[config.mk]
export PLATFORM = sky130hd
export DESIGN_NAME = ring_req_multi
export DESIGN_NICKNAME = d
export VERILOG_FILES = /design/src/rtl/ring_req_multi.sv
export SDC_FILE = /design/constraint.sdc
export NUM_CORES = 1
export LEC_CHECK = 0
export BUFFER_PORTS_ARGS = -buffer_cell sky130_fd_sc_hd__buf_2
export CELL_PAD_IN_SITES_DETAIL_PLACEMENT = 1
export CELL_PAD_IN_SITES_GLOBAL_PLACEMENT = 1
export CORE_ASPECT_RATIO = 0.6
export CORE_MARGIN = 4
export CORE_UTILIZATION = 25
export DETAILED_ROUTE_END_ITERATION = 12
export PLACE_DENSITY = 0.5
export SLEW_MARGIN = 10
export SYNTH_ARGS = -nofsm -noshare
export SYNTH_HDL_FRONTEND = slang
export SYNTH_SLANG_ARGS = --single-unit
[constraint.sdc]
create_clock -name clk -period 2.37 [get_ports clk]
set_input_delay 0.711 -clock clk [delete_from_list [all_inputs] [get_ports clk]]
set_output_delay 0.711 -clock clk [all_outputs]
set_load 0.005 [all_outputs]
[src/rtl/ring_req_multi.sv]
// ring_req_multi: N-channel ring token progress monitor; error/objective from registered state, 1-cycle visibility, no backpressure.
// Optional RING_REQ_STICKY_EN: err_vec bits latch high until reset_n.
module ring_req_multi #(
  parameter int N        = 4,
  parameter int K        = 8,
  parameter int LOSS_MAX = 2,
  parameter int OBJ_ALL  = 1
) (
  input  logic                    clk,
  input  logic                    reset_n,
  input  logic                    restart,
  input  logic [N-1:0]            step,
  input  logic [N-1:0]            loss,
  input  logic [N-1:0]            ctrl_stable,
  output logic [N*$clog2(K)-1:0]  prg_o,
  output logic [N-1:0]            err_vec,
  output logic                    error,
  output logic                    objective
);

  localparam int PW = $clog2(K);
  localparam int LW = $clog2(LOSS_MAX + 1);
  localparam logic [PW-1:0] PRG_MAX   = PW'(K - 1);
  localparam logic [PW-1:0] PRG_PEN   = PW'(K - 2);
  localparam logic [LW-1:0] LOSS_LAST = LW'(LOSS_MAX - 1);

  typedef enum logic {ST_BOOT, ST_RUN} state_t;

  state_t          state_q, state_d;
  logic            run;
  logic [PW-1:0]   prg_q  [N];
  logic [PW-1:0]   prg_d  [N];
  logic [LW-1:0]   loss_q [N];
  logic [LW-1:0]   loss_d [N];
  logic [N-1:0]    stable_q, stable_d;
  logic [N-1:0]    fin;
  logic [N-1:0]    err_now;

  always_ff @(posedge clk or negedge reset_n) begin
    if (!reset_n) begin
      state_q <= ST_BOOT;
    end else begin
      state_q <= state_d;
    end
  end

  // Boot lasts exactly one edge; inputs are ignored while in it.
  always_comb begin
    state_d = state_q;
    run     = 1'b0;
    case (state_q)
      ST_BOOT: state_d = ST_RUN;
      ST_RUN:  run     = 1'b1;
      default: state_d = ST_BOOT;
    endcase
  end

  always_comb begin
    stable_d = stable_q;
    for (int i = 0; i < N; i++) begin
      prg_d[i]  = prg_q[i];
      loss_d[i] = loss_q[i];
      if (run) begin
        if (restart) begin
          prg_d[i]    = '0;
          loss_d[i]   = '0;
          stable_d[i] = 1'b0;
        end else if (loss[i] && (loss_q[i] == LOSS_LAST)) begin
          prg_d[i]  = '0;
          loss_d[i] = '0;
        end else if (loss[i]) begin
          loss_d[i] = loss_q[i] + LW'(1);
        end else if (step[i]) begin
          loss_d[i] = '0;
          if (prg_q[i] != PRG_MAX) begin
            prg_d[i] = prg_q[i] + PW'(1);
            // Stability is only sampled on the final advance and never dropped here.
            if (prg_q[i] == PRG_PEN) begin
              stable_d[i] = stable_q[i] | ctrl_stable[i];
            end
          end
        end
      end
    end
  end

  always_ff @(posedge clk or negedge reset_n) begin
    if (!reset_n) begin
      stable_q <= '0;
      for (int i = 0; i < N; i++) begin
        prg_q[i]  <= '0;
        loss_q[i] <= '0;
      end
    end else begin
      stable_q <= stable_d;
      for (int i = 0; i < N; i++) begin
        prg_q[i]  <= prg_d[i];
        loss_q[i] <= loss_d[i];
      end
    end
  end

  always_comb begin
    prg_o   = '0;
    fin     = '0;
    err_now = '0;
    for (int i = 0; i < N; i++) begin
      prg_o[i*PW +: PW] = prg_q[i];
      fin[i]            = (prg_q[i] == PRG_MAX);
      err_now[i]        = fin[i] & ~stable_q[i];
    end
  end

`ifdef RING_REQ_STICKY_EN
  logic [N-1:0] err_lat_q;

  // Latch survives restart; only reset_n clears it.
  always_ff @(posedge clk or negedge reset_n) begin
    if (!reset_n) begin
      err_lat_q <= '0;
    end else begin
      err_lat_q <= err_lat_q | err_now;
    end
  end

  assign err_vec = err_lat_q | err_now;
`else
  assign err_vec = err_now;
`endif

  assign error     = |err_vec;
  assign objective = (OBJ_ALL != 0) ? (&fin) : (|fin);

endmodule
==> run summary, run 1 <==
For the pin with the worst max-slew slack, the measured transition is 0.597 ns. For the clock tree buffer depth, the log shows 2. Level count of the clock H-tree: 1.

The class of the most critical hold timing path was in2async. For the combined flip-flop and latch cell area, the log shows 626 sq um. Measured against its own limit, the worst slew margin works out to 60.2%. The synthesized netlist net count was 165. After detailed routing, the number of remaining DRC violations is 0. The signal on the critical path passes through ha_4 -> ha_4 -> nor2b_4 -> or4_1 -> buf_2.

In this run the power density over the cells is 635 nW/um^2. During synthesis, Yosys emitted a total of 0 warnings. The finished layout holds 261 standard cells, fillers aside. The average wire length per cell after detail routing is 15.8 um. For the residual overflow from global routing, the log shows 0. The half-perimeter wire length after placement came out at 3130 um. For the finished layout, the period the worst path requires is 2.54 ns.

The most numerous cell type found on the critical path is sky130_fd_sc_hd__ha_4. The run gives -0.169 ns as the minimum setup slack in the final design. After detailed routing, the number of vias per cell comes to 4.67. The run gives 6920 um as the first-pass GRT wire length. The net count of the finished layout is 214.

The fraction of the cycle the final worst path needs was 107%. The tool flagged a number of max-cap violations equal to 0. STA classifies the critical path endpoint as an output port. For this block, the routed nets add up to 4120 um of wire.

The final reports fail on negative setup slack. The clock drives 25 sinks. After synthesis the netlist holds a flip-flop and latch count of 25. The critical path runs through a total of 5 cells.

Summed negative setup slack over all endpoints: -0.169 ns. During placement, the flow inserted port buffers numbering 32. The initial utilization of the core area, before any placement, comes to 26.2%. Before antenna repair, the detailed router went through 4 iterations. The region available for standard cell placement spans 5650 sq um. The final instance area is 1940 sq um. In this design, the largest share of critical-path delay is due to simple AND/OR/NAND/NOR gates.

The final route contains 1218 vias. The multi-input combinational cells in the finished layout cover a total of 838 sq um. The worst setup timing slack at the placement stage is 0.0553 ns. The run gives 0.421 ns as the minimum hold slack. Critical path class: reg2out.

The first routing iteration left 26 violations. Arrival time of the worst setup path: 1.83 ns. Placed standard-cell area: 1740 sq um.

The standard cell with the maximum stage delay on the critical path is sky130_fd_sc_hd__or4_1. The repair_antennas step left the layout with diodes totalling 0. Cells fill 34.3% of the core in the end.

The run gives 0.49 ns as the worst setup slack for register-to-register paths. The number of endpoints with negative hold slack in the final report is 0, and the mapped cell area is 1480 sq um. In this run, placement finished with an instance count of 247. Data on the critical path is required at its endpoint by 1.66 ns. Along the worst path, the maximum fanout reaches 2. The logs give 12.3% for the global-route usage over all layers and 133 for the number of instances in the synthesized netlist. In the final layout, the share of cells above drive strength 1 is 39.8%.

Setup repair after global routing could not meet its margin everywhere. Entering global routing, the biggest net connects 26 pins. During I/O placement, the number of pins put on the boundary was 33. The congestion estimate from routability-driven global placement came to 0.756.

Static timing analysis puts the maximum clock frequency at 394 MHz. In the layout the commonest cells are sky130_fd_sc_hd__buf_2, sky130_fd_sc_hd__dfrtp_1, sky130_fd_sc_hd__buf_4. For this run, the slowest stage of the critical path takes 0.51 ns.

The worst setup path is launched from a flip-flop. TritonCTS built the clock tree. Synthesis instantiated 31 different standard cells from the library. Average cell area after synthesis: 11.1 sq um. The clock transition at the registers of the reported paths is 0.11 ns, and the final-report setup violation count is 1. CTS buffer count: 3. Counting the fill cells in the layout gives 657. Measured along the x axis, the die boundary spans 107 um. The buffering stage count on the worst path with inverters included was 1. The final-report max-slew violation count is 0, and the worst clock skew on the final layout is 0.0178 ns. Sequential element share of the synthesized area: 42.2%. The tools report the clock latency reported for the late side of the worst-skew pair as 0.28 ns.

The worst vdd rail ir drop came out at 0.000286 V. The number of routed nets with antenna violations is 0, and the die area is 7260 sq um. Hold repair after CTS inserted 0 buffers.

The die height is 67.6 um, and the number of global-route vias before repair is 1373. The design draws 1.23 mW. The cell sitting at the root of the clock tree is a sky130_fd_sc_hd__clkbuf_8. The floorplan has 21 rows.

Counting cells, the worst reg-to-reg path comes to 6. For the standby leakage power, the log shows 0.954 nW. The run finished, with violations left. The area added between synthesis and finish is 30.7%. The library cell used most frequently in the layout, excluding fill and tap cells, is sky130_fd_sc_hd__buf_2. The number of antenna violations at the first check in global routing is 0.
[routing by layer]
layer	up-vias	share of wire [%]	routed length, um	GRT usage [%]
li1	585	-	-	-
met1	608	49	2010	15.4
met2	23	47	1940	21.9
met3	2	3.6	149	3.15
met4	0	0.34	14	2.05
met5	-	0	0	0
[cell families after synthesis]
logic type,share of synthesized area (%)
AOI/OAI and AO/OA,22.0
and+or+nand+nor,15.3
DFF,42.2
adders and majority gates,14.4
buffers and inverters,5.91
other,0.253
[worst paths after layout]
path / from / end
min: reset_n / stable_q[1]
max in group asynchronous: reset_n / state_q
min reg2reg: loss_q[3] / loss_q[3]
max reg2reg: prg_o[4] / prg_o[3]
max: prg_o[4] / error
min in group clk: loss_q[3] / loss_q[3]
[power by group]
group | total [mW] | internal, mW | switching [mW]
logic | 0.424 | 0.229 | 0.196
registers | 0.527 | 0.483 | 0.0440
clock network | 0.278 | 0.124 | 0.155
[synthesized netlist by cell type]
master	instances	area share [%]
sky130_fd_sc_hd__dfrtp_1	25	42
sky130_fd_sc_hd__o31ai_2	1	0.84
sky130_fd_sc_hd__o21ba_2	4	2.7
sky130_fd_sc_hd__nor3b_1	1	0.51
sky130_fd_sc_hd__nand2_1	9	2.3
sky130_fd_sc_hd__a22o_1	2	1.2
sky130_fd_sc_hd__nor2b_4	1	0.93
sky130_fd_sc_hd__nor2b_1	4	1.7
sky130_fd_sc_hd__inv_1	9	2.3
sky130_fd_sc_hd__ha_1	17	14
sky130_fd_sc_hd__buf_8	1	1.0
sky130_fd_sc_hd__o41ai_2	1	1.1
sky130_fd_sc_hd__nor3b_2	3	2.5
sky130_fd_sc_hd__and4_1	5	3.0
sky130_fd_sc_hd__buf_6	3	2.3
sky130_fd_sc_hd__conb_1	1	0.25
sky130_fd_sc_hd__o31ai_1	3	1.5
sky130_fd_sc_hd__nand2b_1	1	0.42
sky130_fd_sc_hd__nor3b_4	1	1.3
sky130_fd_sc_hd__buf_2	1	0.34
sky130_fd_sc_hd__a32o_1	4	2.7
sky130_fd_sc_hd__a21oi_1	13	4.4
sky130_fd_sc_hd__a21o_1	4	2.0
sky130_fd_sc_hd__o2bb2ai_1	4	2.4
sky130_fd_sc_hd__nor2_1	2	0.51
sky130_fd_sc_hd__o21ai_1	3	1.0
sky130_fd_sc_hd__nor4bb_1	1	0.68
sky130_fd_sc_hd__nand3b_1	2	1.0
sky130_fd_sc_hd__o22ai_1	1	0.42
sky130_fd_sc_hd__o21ai_0	5	1.7
sky130_fd_sc_hd__or4_1	1	0.51
[repair_timing]
action / CTS / global route
gates resized for setup: 11 / 3
hold endpoints to repair: 0 / 0
pin swaps: 3 / 0
buffers inserted: 7 / 3
endpoints found under the setup margin: 1 / 1
[registers in the layout, summed over array words and instances (netlist names)]
register / count
prg_o: 12
loss_q: 8
stable_q: 4
state_q: 1
[layout make-up]
type / count / area share [%]
Clock buffer: 3 / 2.13
Clock inverter: 1 / 0.452
Timing Repair Buffer: 49 / 14.9
Inverter: 9 / 1.75
Tap cell: 80 / 5.17
Multi-Input combinational cell: 94 / 43.3
Sequential cell: 25 / 32.3
Power figures use the tool's default switching activity.
==> run 2, diff against run 1 <==
PLACE_DENSITY = not set   (was 0.5)
PLACE_DENSITY_LB_ADDON = 0.1   (was not set)
==> run 2 against run 1 <==
The flow still finishes with violations (negative setup slack). Routed wire length shrank 1.5%. Clock-buffer cell count increased by 1. First-iteration DRC count is 3.8% higher. Register-to-register slack improved by 0.03 ns. Sequential cell count did not move. Highest routed layer unchanged.
==> run summary, run 2 (synthesis results as in run 1) <==
The fraction of final layout cells sized beyond drive strength 1 was 39.1% (-0.67 points). The mean number of vias per cell was 4.63 (-0.80%). The die boundary width was 107 um (unchanged); the count of placed standard cells in the final layout, fillers left out was 259 (-0.77%).

The worst vdd rail ir drop was 0.000196 V (-31%); the total power draw was 1.17 mW (-4.9%). Setup repair after global routing could not meet its margin everywhere. STA classifies the critical path startpoint as a flip-flop.

Final instance area: 1900 sq um (-1.9%). The number of diodes was 0 (unchanged). The final reports fail on negative setup slack.

The number of antenna violations at the first check in global routing is 0 (unchanged), and the measured slew at the worst slew-check pin is 0.586 ns (-0.0107 ns). The half-perimeter wire length after placement came out at 2970 um (-5.1%). The headroom to the max-slew limit came out at 60.9% (+0.72 points). The port buffer count was 32 (unchanged).

The critical path class is reg2out. The flow ran to the end, but the final reports show violations. The largest net degree at the start of global routing came out at 26 (unchanged). The final-report max-slew violation count is 0 (unchanged). The logs give 12.2% (-0.044 points) for the global-route usage over all layers and 1.66 ns (about the same) for the required time of the critical path. The path class of the tightest hold or removal check is in2async. The tools report the number of top-level design ports as 33 (unchanged). Buffer cell driving the clock tree root: sky130_fd_sc_hd__clkbuf_8. The run gives 1 (unchanged) as the level count of the clock H-tree. Standard cell with the maximum stage delay on the critical path: sky130_fd_sc_hd__or4_1. The longest individual stage delay on the worst path was 0.52 ns (about the same). The logs give 0.00621 ns (-0.0116 ns) for the worst clock skew on the final layout and 26.2% (unchanged) for the initial core utilization.

Launch point of the worst path: prg_o[7]. The clock tree buffer depth was 2 (unchanged); the die area was 7260 sq um (unchanged). The worst register-to-register path begins at prg_o[7]. Via total after detailed routing: 1199 (-1.6%).

The DRC violation count after routing is 0 (unchanged), and the count of maximum capacitance violations is 0 (unchanged). The number of endpoints with negative hold slack in the final report came out at 0 (unchanged). Shortest period the worst path allows: 2.51 ns (-0.0307 ns). The first-pass GRT wire length is 6810 um (-1.6%). For the post-placement cell count, the log shows 246 (-0.40%). The run gives 4 (unchanged) as the first-pass iteration count of the detailed router.

The number of nets in the final layout came out at 212 (-0.93%). The clock transition at the registers of the reported paths is 0.09 ns (-0.02 ns). For the routability congestion estimate from global placement, the log shows 0.689 (-8.9%). The run gives 0.27 ns (about the same) as the clock latency reported for the late side of the worst-skew pair. The run gives -0.139 ns (+0.0307 ns) as the summed negative setup slack over all endpoints.

The run gives 1349 (-1.7%) as the number of global-route vias before repair. TritonCTS built the clock tree. STA classifies the critical path endpoint as an output port. The logs give 0 (unchanged) for the hold-fix buffer count after cts and 0.52 ns (+0.03 ns) for the worst setup slack for register-to-register paths. The average wire length per cell after detail routing was 15.7 um (-0.74%). The arrival time of the worst setup path came out at 1.80 ns (-0.03 ns). The highest achievable clock rate was 399 MHz (+1.2%); the standby leakage power was 0.936 nW (-1.8%). The logs give 33.6% (-0.66 points) for the final core utilization and 1 (unchanged) for the final-report setup violation count. The run gives 0.432 ns (+0.0108 ns) as the minimum hold slack. The logs give 3 (unchanged) for the CTS buffer count and -0.139 ns (+0.0307 ns) for the minimum setup slack in the final design.

The fraction of the cycle the final worst path needs is 106% (-1.3 points). The placed standard-cell area is 1730 sq um (-0.43%), and the flip-flop count of the largest register after layout is 12 (unchanged). Leaving out fill and tap cells, the most frequent cells in the layout are sky130_fd_sc_hd__buf_2, sky130_fd_sc_hd__dfrtp_1, sky130_fd_sc_hd__buf_4. The maximum net fanout on the critical path works out to 2 (unchanged). The library cell used most frequently in the layout, excluding fill and tap cells, is sky130_fd_sc_hd__buf_2. The die height came out at 67.6 um (unchanged). For the standard-cell row count, the log shows 21 (unchanged). The total power density per cell area came out at 616 nW/um^2 (-3.0%).

Walking the worst path, the cells encountered are ha_2 -> ha_4 -> nor2b_4 -> or4_1 -> buf_2. Relative to the synthesized area, the layout overhead comes to 28.1%. The logs give 0.0527 ns (-0.00259 ns) for the worst setup timing slack at the placement stage and 5650 sq um (unchanged) for the core area. The residual overflow from global routing is 0 (unchanged), and the DRC marker count from the first detailed-route iteration is 27 (+3.8%).

The final wirelength was 4060 um (-1.5%). The number of routed nets with antenna violations is 0 (unchanged). For the TritonCTS sink count, the log shows 25 (unchanged).
[run 2: changes by cell type in the layout (fill, tap and decap cells not counted)]
cell / delta
sky130_fd_sc_hd__ha_4: -2
sky130_fd_sc_hd__inv_6: -1
sky130_fd_sc_hd__buf_4: -2
sky130_fd_sc_hd__ha_1: -1
sky130_fd_sc_hd__ha_2: +3
sky130_fd_sc_hd__clkbuf_1: +1
[run 2: power breakdown]
| part | internal [mW] | switching [mW] | total, mW |
|---|---|---|---|
| Sequential | 0.483 | 0.0365 | 0.519 |
| Clock | 0.120 | 0.136 | 0.256 |
| Combinational | 0.210 | 0.184 | 0.394 |
[run 2: final cells by class]
cell class | instances | area (sq um)
clock buffer | 4 | 45.0
fill | 648 | 3750
timing repair buffer | 47 | 273
multi-input combinational | 94 | 821
sequential | 25 | 626
inverter | 9 | 33.8
tap | 80 | 100
[run 2: timing repair]
item                                    in CTS  in global routing
pin swaps                                    3                  2
setup buffers                                8                  1
resized for setup                            9                  4
endpoints found under the setup margin       1                  1
[run 2: worst max-delay path: cells and delay by family, from the launching register on]
kind / cells / cell delay, ns
fa+ha+maj: 2 / 0.36
simple gates: 2 / 0.63
buf+inv: 1 / 0.14
flops: 1 / 0.39
[run 2: metal layers]
metal	vias up	GRT usage (%)	wire (um)	part of all wire, %
li1	579	-	-	-
met1	597	15.4	1980	49
met2	21	21.1	1890	47
met3	2	3.44	167	4.1
met4	0	2.83	21	0.52
met5	-	0	0	0
[run 2: final timing paths]
check                                   end  depth (start not counted)
worst min-delay path              loss_q[6]                          1
worst max register to register     prg_o[8]                          6
worst min register to register    loss_q[3]                          2
max in group asynchronous       stable_q[0]                          1
worst max-delay path                  error                          5
min in group clk                  loss_q[3]                          2
